[src/rtl/aes_reg_pkg.sv]
// Shared types for the AES byte-register slice: byte width, byte type and register states.
package aes_reg_pkg;

    localparam int BYTE_W = 8;

    typedef logic [BYTE_W-1:0] byte_t;

    typedef enum logic {
        IDLE  = 1'b0,
        SHIFT = 1'b1
    } reg_state_t;

endpackage

[src/rtl/mod_reg4_4to1.sv]
// Parallel-in, serial-out byte register: loads N bytes at once and streams them out one per rd_en.
// Define REG4_MSB_FIRST_EN to emit i[N-1] first instead of i[0].
module mod_reg4_4to1
    import aes_reg_pkg::*;
#(
    parameter int N = 4
) (
    input  logic                         clk,
    input  logic                         reset,
    input  logic                         wr_en,
    input  logic                         rd_en,
    input  logic [N-1:0][BYTE_W-1:0]     i,
    output logic [BYTE_W-1:0]            o,
    output logic                         o_valid,
    output logic                         last,
    output logic                         reg_empty,
    output logic                         wr_err
);

    localparam int CW = $clog2(N);
    localparam logic [CW-1:0] LAST_IDX = CW'(N - 1);

    reg_state_t                  state;
    logic [CW-1:0]               cnt;
    logic [CW-1:0]               idx;
    logic [N-1:0][BYTE_W-1:0]    data_buf;
    logic                        at_last;
    logic                        accept;

    assign at_last   = (state == SHIFT) && (cnt == LAST_IDX);
    assign accept    = wr_en && ((state == IDLE) || (rd_en && at_last));
    assign last      = at_last;
    assign o_valid   = (state == SHIFT);
    assign reg_empty = (state == IDLE);

`ifdef REG4_MSB_FIRST_EN
    assign idx = LAST_IDX - cnt;
`else
    assign idx = cnt;
`endif

    always_comb begin
        o = '0;
        if (state == SHIFT) begin
            o = data_buf[idx];
        end
    end

    // A rejected load only raises wr_err; a read issued in the same cycle still advances.
    always_ff @(posedge clk or posedge reset) begin
        if (reset) begin
            data_buf <= '0;
            cnt      <= '0;
            state    <= IDLE;
            wr_err   <= 1'b0;
        end else begin
            wr_err <= wr_en && !accept;
            if (accept) begin
                data_buf <= i;
                cnt      <= '0;
                state    <= SHIFT;
            end else if (state == SHIFT && rd_en) begin
                if (at_last) begin
                    cnt   <= '0;
                    state <= IDLE;
                end else begin
                    cnt <= cnt + 1'b1;
                end
            end
        end
    end

endmodule

[config.mk]
export PLATFORM = sky130hd
export DESIGN_NAME = mod_reg4_4to1
export DESIGN_NICKNAME = d
export VERILOG_FILES = /design/src/rtl/aes_reg_pkg.sv /design/src/rtl/mod_reg4_4to1.sv
export SDC_FILE = /design/constraint.sdc
export NUM_CORES = 1
export LEC_CHECK = 0
export CORE_ASPECT_RATIO = 0.8
export CORE_UTILIZATION = 25
export CTS_CLUSTER_SIZE = 24
export DETAILED_ROUTE_END_ITERATION = 8
export PLACE_DENSITY = 0.46
export SYNTH_ARGS = -nofsm -noshare
export SYNTH_HDL_FRONTEND = slang
export SYNTH_SLANG_ARGS = --single-unit
[constraint.sdc]
create_clock -name clk -period 4.2 [get_ports clk]
set_input_delay 0.42 -clock clk [delete_from_list [all_inputs] [get_ports clk]]
set_output_delay 0.42 -clock clk [all_outputs]
set_load 0.1 [all_outputs]
==> metrics.txt <==
# TYPE chip_impl_metric gauge
chip_impl_info{name="outcome",value="completed"} 1
chip_impl_info{name="timing.critical_path.from",value="cnt[1]"} 1
chip_impl_metric{name="clock_tree.htree_level_count",unit=""} 2
chip_impl_metric{name="floorplan.initialDensity",unit="%"} 26.2
chip_impl_metric{name="post-dp-hpwl",unit="microns"} 3290
chip_impl_info{name="synth_commonest_cells",value="sky130_fd_sc_hd__dfrtp_1 (36), sky130_fd_sc_hd__nand2_1 (35), sky130_fd_sc_hd__inv_1 (34)"} 1
chip_impl_metric{name="crit_buf_inv",unit=""} 1
chip_impl_metric{name="synth-edff-count",unit=""} 0
chip_impl_metric{name="final.period_utilization",unit="%"} 77.5
chip_impl_metric{name="fmax",unit="MHz"} 307
chip_impl_metric{name="final.hold.worst_slack",unit="ps"} 543
chip_impl_info{name="cp_cell_sequence",value="mux2i_1, o22ai_1, clkdlybuf4s50_1"} 1
chip_impl_info{name="synth_top_cell_by_area",value="sky130_fd_sc_hd__dfrtp_1"} 1
chip_impl_info{name="cts_tree",value="built"} 1
chip_impl_metric{name="timing.clock.skew",unit="ps"} 7.55
chip_impl_metric{name="input_output_buffers",unit=""} 47
chip_impl_info{name="yosys_most_used_dff",value="sky130_fd_sc_hd__dfrtp_1"} 1
chip_impl_metric{name="max_slew_margin",unit="%"} 26.6
chip_impl_metric{name="antenna_violating_nets_left",unit=""} 0
chip_impl_info{name="slowest_stage_cell_crit_path",value="sky130_fd_sc_hd__clkdlybuf4s50_1"} 1
chip_impl_info{name="clockRootBuffer",value="sky130_fd_sc_hd__clkbuf_8"} 1
chip_impl_metric{name="ys_warn_count",unit=""} 0
chip_impl_metric{name="grt_start_max_net_pins",unit=""} 37
chip_impl_info{name="synth.most_common_cell",value="sky130_fd_sc_hd__dfrtp_1"} 1
chip_impl_metric{name="postSynth.asyncResetShare",unit="%"} 100
chip_impl_metric{name="clk_lat_worst_skew",unit="ps"} 290
chip_impl_metric{name="final_layout_size_suffix_gt1_share",unit="%"} 12.0
chip_impl_metric{name="ys_types",unit=""} 22
chip_impl_metric{name="floorplan.core_area",unit="sq um"} 7500
chip_impl_metric{name="syn_area_per_cell",unit="sq um"} 10.2
chip_impl_info{name="hold_path_class",value="in2async"} 1
chip_impl_metric{name="synth.top_cell.area_share",unit="%"} 45.8
chip_impl_metric{name="tightestPinTransition",unit="ps"} 1100
chip_impl_metric{name="worstPathRequired",unit="ps"} 3780
chip_impl_info{name="timing_worst_setup_path_type",value="reg2out"} 1
chip_impl_metric{name="post_synth_instance_area",unit="sq um"} 1970
chip_impl_metric{name="clkTransAtPathRegs",unit="ps"} 80
chip_impl_metric{name="detailedRoute.firstIterationViolations",unit=""} 46
chip_impl_metric{name="grt_use_total",unit="%"} 13.1
chip_impl_metric{name="path_max_fanout",unit=""} 18
chip_impl_metric{name="row_count",unit=""} 28
chip_impl_metric{name="report.final.slew_viol_count",unit=""} 0
chip_impl_metric{name="first_global_vias",unit=""} 1539
chip_impl_metric{name="route.vias.total",unit=""} 1515
chip_impl_metric{name="pin_count",unit=""} 48
chip_impl_metric{name="synth-seq-area-share",unit="%"} 45.8
chip_impl_metric{name="final.setup.tns",unit="ps"} 0
chip_impl_info{name="crit_end_element",value="output port"} 1
chip_impl_metric{name="net_count_after_synthesis",unit=""} 229
chip_impl_metric{name="die_area",unit="sq um"} 8220
chip_impl_metric{name="cts.hold.buffers_added",unit=""} 0
chip_impl_metric{name="gp_congestion",unit=""} 0.687
chip_impl_metric{name="cellLeakagePower",unit="nW"} 1.13
chip_impl_metric{name="drt_pre_antenna_iters",unit=""} 4
chip_impl_metric{name="yosys_register_bits",unit=""} 36
chip_impl_info{name="post_synth_main_area_contributors",value="sky130_fd_sc_hd__dfrtp_1 (46%), sky130_fd_sc_hd__o32ai_1 (9.4%), sky130_fd_sc_hd__o32ai_2 (9.1%)"} 1
chip_impl_metric{name="arrival",unit="ps"} 2830
chip_impl_metric{name="timing.final.setup_violations",unit=""} 0
chip_impl_metric{name="post-cts-setup-buffer-count",unit=""} 0
chip_impl_metric{name="power_density",unit="nW/um^2"} 889
chip_impl_metric{name="numClockSinks",unit=""} 36
chip_impl_metric{name="antenna_found_initial",unit=""} 0
chip_impl_info{name="unrepaired_setup_endpoints_after_global_routing",value="false"} 1
chip_impl_metric{name="grt.overflow.total",unit=""} 0
chip_impl_metric{name="critical_path.max_stage_delay",unit="ps"} 1180
chip_impl_info{name="timing.rr.start",value="cnt[1]"} 1
chip_impl_metric{name="grt_first_pass_wirelength",unit="microns"} 8010
chip_impl_metric{name="die_x",unit="microns"} 101
chip_impl_metric{name="report.final.hold_viol_count",unit=""} 0
chip_impl_metric{name="power.ir.vdd_worst",unit="mV"} 0.409
chip_impl_metric{name="cap_viol_max_count",unit=""} 0
chip_impl_metric{name="diodes",unit=""} 0
chip_impl_metric{name="remaining_drc_errors",unit=""} 0
chip_impl_metric{name="die_h",unit="microns"} 81.3
chip_impl_metric{name="layout_min_cycle_time",unit="ps"} 3250
chip_impl_metric{name="area_delta_synth_final",unit="%"} 31.6
chip_impl_metric{name="drt-wirelength-per-cell",unit="microns"} 14.7
chip_impl_metric{name="cts_resized",unit=""} 0
chip_impl_metric{name="totalPowerFinal",unit="mW"} 2.30
chip_impl_metric{name="cts_made_buffers",unit=""} 5
chip_impl_info{name="setup.worst_path.start_class",value="flip-flop"} 1
chip_impl_metric{name="detail_route.vias_per_cell",unit=""} 4.48
chip_impl_metric{name="post_layout_net_count",unit=""} 269
chip_impl_info{name="timing.critical_path.max_delay_family",value="buffers and inverters"} 1
chip_impl_metric{name="syn_inst",unit=""} 192
chip_impl_metric{name="route.final.wire_length",unit="microns"} 4990
chip_impl_metric{name="clk_path_buf_depth",unit=""} 2
-- worst register-to-register path: cells and delay by family, from the launching register on --
family | cells | cell delay, ps
adder cells (fa/ha/maj) | 1 | 430
buffers and inverters | 1 | 410
flip-flops | 1 | 970
AND/OR/NAND/NOR | 1 | 540
AO/OA/AOI/OAI | 1 | 150
-- where the power goes --
group / internal, mW / total [mW] / switching (mW)
Sequential: 0.512 / 0.647 / 0.134
Combinational: 0.459 / 1.34 / 0.886
Clock: 0.176 / 0.308 / 0.133
-- sequential cells by signal, indices dropped and copies added (netlist names) --
signal,count
o_valid,1
data_buf,32
wr_err,1
cnt,2
-- per-layer routing --
layer  GRT usage [%]  part of all wire, %
met5               0                    0
met4            4.78                 0.96
met3            2.93                  4.4
met1            17.9                   50
met2            20.1                   44
-- cell families (layout without fill, tap and decap cells) --
family	Yosys count	after routing	synth area share (%)
flip-flops	36	36	45.8
multiplexers	16	16	8.15
AO/OA/AOI/OAI	43	43	22.5
AND/OR/NAND/NOR	44	44	9.87
adder cells (fa/ha/maj)	1	1	0.636
buffers and inverters	52	93	13.0
-- layout by cell type (no fill, tap or decap) --
| cell | instances |
|---|---|
| sky130_fd_sc_hd__a21boi_4 | 1 |
| sky130_fd_sc_hd__a31o_2 | 1 |
| sky130_fd_sc_hd__a32o_1 | 1 |
| sky130_fd_sc_hd__and2_1 | 2 |
| sky130_fd_sc_hd__and3_1 | 2 |
| sky130_fd_sc_hd__buf_4 | 5 |
| sky130_fd_sc_hd__bufinv_16 | 1 |
| sky130_fd_sc_hd__clkbuf_8 | 5 |
| sky130_fd_sc_hd__clkdlybuf4s50_1 | 46 |
| sky130_fd_sc_hd__clkinv_2 | 1 |
| sky130_fd_sc_hd__clkinvlp_4 | 1 |
| sky130_fd_sc_hd__dfrtp_1 | 36 |
| sky130_fd_sc_hd__ha_1 | 1 |
| sky130_fd_sc_hd__inv_1 | 34 |
| sky130_fd_sc_hd__mux2i_1 | 16 |
| sky130_fd_sc_hd__nand2_1 | 35 |
| sky130_fd_sc_hd__nand2b_1 | 2 |
| sky130_fd_sc_hd__nor2b_2 | 1 |
| sky130_fd_sc_hd__nor4bb_1 | 1 |
| sky130_fd_sc_hd__o22ai_1 | 8 |
| sky130_fd_sc_hd__o32ai_1 | 21 |
| sky130_fd_sc_hd__o32ai_2 | 11 |
| sky130_fd_sc_hd__or2_2 | 1 |
-- stage by stage --
stage | cells | instance area (sq um) | worst slack (ps) | utilization (%)
global placement | 330 | 2470 | 1270 | 33.0
CTS | 338 | 2590 | 928 | 34.5
global route | 338 | 2590 | 787 | 34.5
detailed placement | 330 | 2470 | 1260 | 33.0
floorplan | 192 | 1970 | 910 | -
finish | 338 | 2590 | 945 | 34.5
-- area by class of cell --
cell class | instances | area, sq um
sequential | 36 | 901
clock buffer | 5 | 68.8
timing repair buffer | 51 | 498
fill | 802 | 4910
multi-input combinational | 104 | 817
tap | 105 | 131
inverter | 34 | 128
clock inverter | 3 | 42.5
-- path summary, 6_finish.rpt --
| path | to | slack [ps] | cells past startpoint |
|---|---|---|---|
| min in group clk | data_buf[30] | 550 | 2 |
| hold / removal | data_buf[30] | 540 | 3 |
| hold reg to reg | data_buf[30] | 550 | 2 |
| setup / recovery | o[5] | 950 | 3 |
| setup reg to reg | data_buf[29] | 1530 | 4 |
| max in group asynchronous | data_buf[10] | 3310 | 3 |
No activity file was read; power rests on OpenSTA's default activity.
